$ cat src/rtl/alu_result_select_pipe.sv
// Registered ALU result selector: picks one functional-unit result by opcode, tags it with
// zero/negative/illegal flags, and hands it to writeback through a 2-entry skid buffer.
module alu_result_select_pipe #(
  parameter int WIDTH       = 32,
  parameter int N_IN        = 12,
  parameter int SEL_W       = 4,
  parameter int TOP_ON_ONES = 1
) (
  input  logic                  clk_i,
  input  logic                  reset_i,
  input  logic                  in_valid_i,
  output logic                  in_ready_o,
  input  logic [SEL_W-1:0]      opcode_i,
  input  logic [N_IN*WIDTH-1:0] in_data_i,
  output logic                  out_valid_o,
  input  logic                  out_ready_i,
  output logic [WIDTH-1:0]      out_data_o,
  output logic                  out_zero_o,
  output logic                  out_neg_o,
  output logic                  out_illegal_o,
  output logic [15:0]           illegal_count_o
);

  localparam int PW = WIDTH + 3;
  localparam logic [SEL_W-1:0] ALL_ONES = '1;
  localparam logic [PW-1:0] RESET_PAYLOAD = {{WIDTH{1'b0}}, 3'b100};

  typedef enum logic [1:0] {EMPTY, ONE, TWO} state_t;

  state_t          state_q, state_d;
  logic [PW-1:0]   main_q, skid_q, newPayload;
  logic            inReady_q;
  logic [15:0]     illegalCount_q;
  logic [WIDTH-1:0] selData;
  logic            selLegal;
  logic            accept, loadNew, loadSkid, promoteSkid;

  // With the legacy encoding the last input answers to the all-ones code instead of N_IN-1;
  // any code that matches no input falls through to a zero result marked illegal.
  always_comb begin
    selData  = '0;
    selLegal = 1'b0;
    for (int i = 0; i < N_IN; i++) begin
      if (opcode_i == ((TOP_ON_ONES != 0 && i == N_IN - 1) ? ALL_ONES : SEL_W'(i))) begin
        selData  = in_data_i[i*WIDTH +: WIDTH];
        selLegal = 1'b1;
      end
    end
    newPayload = {selData, (selData == '0), selData[WIDTH-1], ~selLegal};
  end

  assign accept = in_valid_i & inReady_q;

  always_comb begin
    state_d     = state_q;
    loadNew     = 1'b0;
    loadSkid    = 1'b0;
    promoteSkid = 1'b0;
    case (state_q)
      EMPTY: begin
        if (accept) begin
          state_d = ONE;
          loadNew = 1'b1;
        end
      end
      ONE: begin
        if (accept && out_ready_i) begin
          loadNew = 1'b1;
        end else if (accept) begin
          state_d  = TWO;
          loadSkid = 1'b1;
        end else if (out_ready_i) begin
          state_d = EMPTY;
        end
      end
      TWO: begin
        if (out_ready_i) begin
          state_d     = ONE;
          promoteSkid = 1'b1;
        end
      end
      default: state_d = EMPTY;
    endcase
  end

  // in_ready is registered from the next state so it never combinationally follows out_ready.
  always_ff @(posedge clk_i) begin
    if (reset_i) begin
      state_q        <= EMPTY;
      inReady_q      <= 1'b1;
      main_q         <= RESET_PAYLOAD;
      skid_q         <= RESET_PAYLOAD;
      illegalCount_q <= 16'd0;
    end else begin
      state_q   <= state_d;
      inReady_q <= (state_d != TWO);
      if (loadNew) begin
        main_q <= newPayload;
      end else if (promoteSkid) begin
        main_q <= skid_q;
      end
      if (loadSkid) begin
        skid_q <= newPayload;
      end
      if (accept && !selLegal && illegalCount_q != 16'hFFFF) begin
        illegalCount_q <= illegalCount_q + 16'd1;
      end
    end
  end

  assign in_ready_o      = inReady_q;
  assign out_valid_o     = (state_q != EMPTY);
  assign out_data_o      = main_q[PW-1 -: WIDTH];
  assign out_zero_o      = main_q[2];
  assign out_neg_o       = main_q[1];
  assign out_illegal_o   = main_q[0];
  assign illegal_count_o = illegalCount_q;

endmodule
$ cat config.mk
export PLATFORM = sky130hd
export DESIGN_NAME = alu_result_select_pipe
export DESIGN_NICKNAME = d
export VERILOG_FILES = /design/src/rtl/alu_result_select_pipe.sv
export SDC_FILE = /design/constraint.sdc
export NUM_CORES = 1
export LEC_CHECK = 0
export BUFFER_PORTS_ARGS = -buffer_cell sky130_fd_sc_hd__buf_4
export CORE_AREA = 2 2 175 177
export DETAILED_ROUTE_END_ITERATION = 6
export DIE_AREA = 0 0 177 179
export HOLD_SLACK_MARGIN = 0.02
export PLACE_DENSITY_LB_ADDON = 0.25
export SLEW_MARGIN = 20
export SYNTH_ARGS = -nofsm -noshare
export SYNTH_HDL_FRONTEND = slang
export SYNTH_SLANG_ARGS = --single-unit
$ cat constraint.sdc
create_clock -name clk_i -period 5.36 [get_ports clk_i]
set_input_delay 0.268 -clock clk_i [delete_from_list [all_inputs] [get_ports clk_i]]
set_output_delay 0.268 -clock clk_i [all_outputs]
set_load 0.02 [all_outputs]
==> results.md, run 1 <==
* Outcome: finished, final reports clean
* CP Capture Type: flip-flop
* Peak supply drop at 151.1 µV
* Initial antenna violation count at 7
* Total Power at 0.002241 W
* F_max at 284.0 MHz
* Crit path max fanout at 98
* Area growth, synth to finish at 52.97%
* Seq/Total Area, Yosys at 0.2376
* Worst-margin pin slew at 1155 ps
* # nets final at 1763
* Hold_buf cts at 0
* Reg2reg start: illegal_count_o[8]$_SDFFE_PP0P_
* Power Density at 199.9 mW/mm²
* Vias at 9961
* Rows at 64
* Post-synth EDFFs at 0
* GP Congestion at 0.9096
* Setup CP Type: primary input to flip-flop
* Placed cell count at 1755
* Final Cycle Share at 0.6569
* Critical path launch point type: primary input
* Largest net degree at the start of global routing at 99
* Post-synth net total at 1384
* Final Max Tran Viols at 0
* Final hold viol count at 0
* Clk_skew at 11.55 ps
* Hold Crit Start: in_data_i[377]
* CORE AREA at 0.03003 mm²
* FFs w/ async S/R, synth at 0
* Critical path required time at 5630 ps
* DRT Pass-1 Iters at 5
* Mapped Cells at 991
* Layout cell share with drive strength beyond 1 at 0.3847
* Post-CTS setup buffer count at 0
* CP Launch Point: opcode_i[0]
* CTS root buf: clkbuf_16
* Clock Tree Buf Depth at 2
* Die width at 177 µm
* Syn Area/Cell at 7.396 µm²
* Initial drt markers at 1195
* Initial Utilization at 0.2441
* Vias per cell at 5.606
* Post-Place Cell Area at 0.01086 mm²
* Count of max-cap constraint violations at 0
* PortBufs at 444
* CTS clock-pin slew for the worst setup and hold paths at 80 ps
* Post-layout util at 0.3734
* Setup TNS at 0 ps
* Final setup viols at 0
* Distinct cells, synth at 71
* Main synth FF type: dfxtp_1
* RSZ-0062 raised after global routing: no
* CTS Buf Count at 9
* Relative slew slack at 0.2285
* Tmin final at 3521 ps
* Leakage power at 4.752 nW
* Synthesized cell area at 0.007330 mm²
* Synthesis-stage register bit count at 87
* Worst skew pair latency at 360 ps
* Yosys warnings at 0
* Final std cells w/o fill at 1777
* Worst hold-check path type: primary input to flip-flop
* Design area at 0.01121 mm²
* # fillers at 3198
* Total global-route track usage at 0.2861
* Die area at 0.03168 mm²
* CTS tree: built
* Post_cts resized at 0
* Die H at 179 µm
* First-pass GRT wire length at 66260 µm
* Routed wire length at 46760 µm
* Total gr overflow at 0
* Htree depth at 3
* Vias in the first global route at 9784
* HPWL Detailed at 36770 µm
* Clk sinks at 87
* Drt wl/cell at 26.31 µm
* Worst Path Arrival at 3790 ps
* I/O pin total at 445
* Detail Route Antenna Nets at 0
* DRC Markers at 0
==> registers in the layout (all words and copies together), names as in the netlist <==
name,cells
illegal_count_o,16
in_ready_o,1
main_q,34
skid_q,34
state_q,2
==> cells by family (layout without fill, tap and decap cells) <==
group	after synthesis	in the layout	synth area share
multiplexers	73	73	0.1287
other	0	6	0
XOR/XNOR	12	12	0.01434
buffers and inverters	106	490	0.06999
AND/OR/NAND/NOR	352	352	0.2158
adder cells (fa/ha/maj)	1	1	0.001707
AO/OA/AOI/OAI	360	360	0.3319
flip-flops	87	87	0.2376
==> cells in the mapped netlist, types with 9 or more instances <==
cell type | number | area (µm²)
a211oi_1 | 34 | 255.2
a21oi_1 | 90 | 450.4
a221oi_1 | 15 | 131.4
a22o_1 | 13 | 113.9
a22oi_1 | 24 | 180.2
a311oi_1 | 18 | 157.7
a31oi_1 | 10 | 62.56
a32oi_1 | 10 | 87.58
and3_1 | 17 | 106.4
buf_2 | 20 | 100.1
buf_4 | 11 | 82.58
clkbuf_1 | 52 | 195.2
dfxtp_1 | 87 | 1742
inv_1 | 9 | 33.78
mux2_2 | 23 | 259.0
mux2i_1 | 35 | 350.3
mux4_2 | 13 | 292.8
nand2_1 | 124 | 465.5
nand2b_1 | 9 | 56.30
nand3_1 | 19 | 95.09
nor2_1 | 117 | 439.2
nor2b_1 | 11 | 68.82
nor3_1 | 19 | 95.09
o211ai_1 | 12 | 90.09
o21ai_0 | 52 | 260.3
o221ai_1 | 10 | 87.58
o22ai_1 | 27 | 168.9
xor2_1 | 9 | 78.83
==> metal layers <==
layer,track usage,part of all wire
met4,0.06818,0.023
met1,0.3544,0.39
met3,0.06552,0.10
met2,0.5005,0.48
met5,0,0.00017
==> worst max-delay path, stage by stage <==
cell and delay (ps):
buf_6 610, nand2b_1 680, o221ai_1 390, nand2_1 80, a222oi_1 520, or2b_1 280, nor4_1 220, and4b_1 300
nand4_1 120, a32oi_1 170
==> cells in the final DEF (no fill, tap or decap), types with 10 or more instances in the layout <==
| master | instances |
|---|---|
| nand2_1 | 123 |
| o211ai_1 | 12 |
| mux2_2 | 23 |
| a22o_1 | 13 |
| nand3_1 | 19 |
| nor3_1 | 17 |
| a221oi_1 | 15 |
| a311oi_1 | 18 |
| mux4_2 | 13 |
| o221ai_1 | 10 |
| nor2_1 | 114 |
| mux2i_1 | 35 |
| o21ai_0 | 52 |
| buf_4 | 463 |
| o22ai_1 | 27 |
| a32oi_1 | 10 |
| a211oi_1 | 34 |
| dfxtp_1 | 87 |
| a21oi_1 | 90 |
| a22oi_1 | 24 |
| and3_1 | 17 |
| a31oi_1 | 10 |
==> where the power goes <==
group | total (W) | switching, W | internal (W)
Clock | 0.000715 | 0.000278 | 0.000436
Sequential | 0.000704 | 0.0000223 | 0.000682
Combinational | 0.000822 | 0.000436 | 0.000386
Total | 0.00224 | 0.000737 | 0.00150
==> metrics by stage <==
stage	setup WS [ps]	hold WS, ps
floorplan	3013	436.6
global placement	1664	443.5
detailed placement	1602	451.1
CTS	1970	222.7
global route	1609	264.9
finish	1839	245.9
==> layout make-up <==
cell class,instances,area [µm²],share of cell area
flip-flops and latches,87,1742,0.1553
multi-input cells,798,5102,0.4551
inverters,10,37.54,0.003348
diodes,6,15.01,0.001339
clock buffers,12,256.5,0.02288
well taps,396,495.5,0.04419
repair buffers,464,3487,0.3110
clock inverters,4,76.32,0.006807
==> path summary, 6_finish.rpt <==
path | end | slack [ps] | cells past startpoint
hold reg to reg | skid_q[27]$_SDFFE_PP0P_ | 460 | 2
setup reg to reg | illegal_count_o[15]$_SDFFE_PP0P_ | 2960 | 9
setup / recovery | main_q[2]$_SDFFE_PP1P_ | 1840 | 10
hold / removal | skid_q[28]$_SDFFE_PP0P_ | 250 | 3
(Power assumes the default switching activity.)
==> run 2: changes to the inputs <==
Clock period 5.36 ns to 3.34 ns, I/O delays scaled along.
==> run 2 against run 1 <==
First-iteration DRC count fell by 13%. Routed wire length rose by 3.1%. Hold slack got worse by 49 ps. Clock power rose by 45%. Combinational power rose by 70%. Core utilization rose by 1.1 points. Largest cell class unchanged.
==> results.md, run 2 (synthesis results as in run 1) <==
* Outcome: finished, final reports clean
* I/O pin total at 445
* Rows at 64
* Tmin final at 2850 ps
* Peak supply drop at 223.3 µV
* GP Congestion at 0.9304
* WL met3 at 4709 µm
* Commonest non-fill, non-tap cell in the layout: buf_4
* Clk_skew at 7.199 ps
* Setup TNS at 0 ps
* Worst skew pair latency at 340 ps
* Initial drt markers at 1037
* DRT Pass-1 Iters at 5
* CTS root buf: clkbuf_16
* Reg2reg start: illegal_count_o[9]$_SDFFE_PP0P_
* Total global-route track usage at 0.2942
* DRC Markers at 0
* Final Max Tran Viols at 0
* R2r endpoint: illegal_count_o[15]$_SDFFE_PP0P_
* Area growth, synth to finish at 57.39%
* Critical path launch point type: primary input
* Vias at 10070
* RSZ-0062 raised after global routing: no
* Layout cell share with drive strength beyond 1 at 0.4018
* Final std cells w/o fill at 1816
* Post_cts resized at 0
* First-pass GRT wire length at 67650 µm
* Die area at 0.03168 mm²
* Routed wire length at 48190 µm
* Largest net degree at the start of global routing at 88
* Worst hold-check path type: primary input to flip-flop
* Vias in the first global route at 10060
* Clk sinks at 87
* Initial Utilization at 0.2441
* Die width at 177 µm
* Final Cycle Share at 0.8534
* CTS Buf Count at 9
* Leakage power at 4.960 nW
* Htree depth at 3
* Clock Tree Buf Depth at 2
* Power Density at 309.5 mW/mm²
* # nets final at 1804
* Vias per cell at 5.544
* Drt wl/cell at 26.54 µm
* Initial antenna violation count at 6
* R2R cell count at 9
* Hold_buf cts at 0
* DR WL met2 at 22390 µm
* Setup CP Type: primary input to flip-flop
* Post-CTS setup buffer count at 0
* Total gr overflow at 0
* Final setup viols at 0
* R2r setup slk at 960 ps
* Count of max-cap constraint violations at 0
* CP Launch Point: opcode_i[1]
* Final hold viol count at 0
* HPWL Detailed at 39290 µm
* Detail Route Antenna Nets at 0
* CORE AREA at 0.03003 mm²
* CTS clock-pin slew for the worst setup and hold paths at 70 ps
* Worst-margin pin slew at 1130 ps
* Fin Hold WS at 196.4 ps
* F_max at 350.8 MHz
* Top layer in use: met5
* Crit path capture: main_q[2]$_SDFFE_PP1P_
* Placed cell count at 1796
* Critical path required time at 3610 ps
* Total Power at 0.003571 W
* Post-layout util at 0.3842
* Crit path max fanout at 25
* CTS tree: built
* CP Capture Type: flip-flop
* Die H at 179 µm
* Post-Route M1 WL at 19410 µm
* Commonest non-fill, non-tap cells in the layout: buf_4 (500), nand2_1 (124), nor2_1 (115)
* Worst Path Arrival at 3120 ps
* PortBufs at 444
* Relative slew slack at 0.2447
-- run 2: where the power goes --
part           internal, W  switching (W)
clock             0.000619       0.000425
sequential         0.00109      0.0000355
combinational     0.000669       0.000727
total              0.00238        0.00119
-- run 2: worst max-delay path: stages --
cell and delay [ps]:
buf_4 290, buf_4 360, nor2_1 180, a32oi_1 190, a211oi_1 100, a2111oi_1 510, buf_4 240, nand4_1 120
nor4_1 420, and4b_1 270, nand4_1 100, a32oi_1 180
-- run 2: per-layer routing --
metal	up-vias	track usage
li1	4587	-
met1	4788	0.3637
met2	611	0.4914
met3	80	0.07952
met4	2	0.1019
met5	-	0
-- run 2: stage by stage --
step / setup WS, ps / cell area (µm²)
2_1_floorplan: 1055 / 7330
3_3_place_gp: 250.4 / 11220
3_5_place_dp: 200.0 / 11220
4_1_cts: 546.0 / 11530
5_1_grt: 321.3 / 11530
6_report: 489.7 / 11540
-- run 2: worst min-delay path by stage --
| stage | slack [ps] | from | end | cells past startpoint |
|---|---|---|---|---|
| after floorplan | 350 | in_data_i[377] | skid_q[28]$_SDFFE_PP0P_ | 2 |
| after global placement | 440 | skid_q[17]$_SDFFE_PP0P_ | skid_q[17]$_SDFFE_PP0P_ | 2 |
| after detailed placement | 450 | skid_q[6]$_SDFFE_PP0P_ | skid_q[6]$_SDFFE_PP0P_ | 2 |
| after CTS | 180 | in_data_i[377] | skid_q[28]$_SDFFE_PP0P_ | 3 |
| after global routing | 210 | in_data_i[377] | skid_q[28]$_SDFFE_PP0P_ | 3 |
| final | 200 | out_ready_i | in_ready_o$_SDFF_PP1_ | 4 |
-- run 2: area by class of cell --
cell class / count / area [µm²]
Multi-Input combinational cell: 798 / 5097
Timing Repair Buffer: 505 / 3845
Fill cell: 3195 / 18490
Clock buffer: 11 / 252.7
Antenna cell: 4 / 10.01
Clock inverter: 5 / 56.30
Tap cell: 396 / 495.5
Sequential cell: 87 / 1742
Inverter: 10 / 37.54
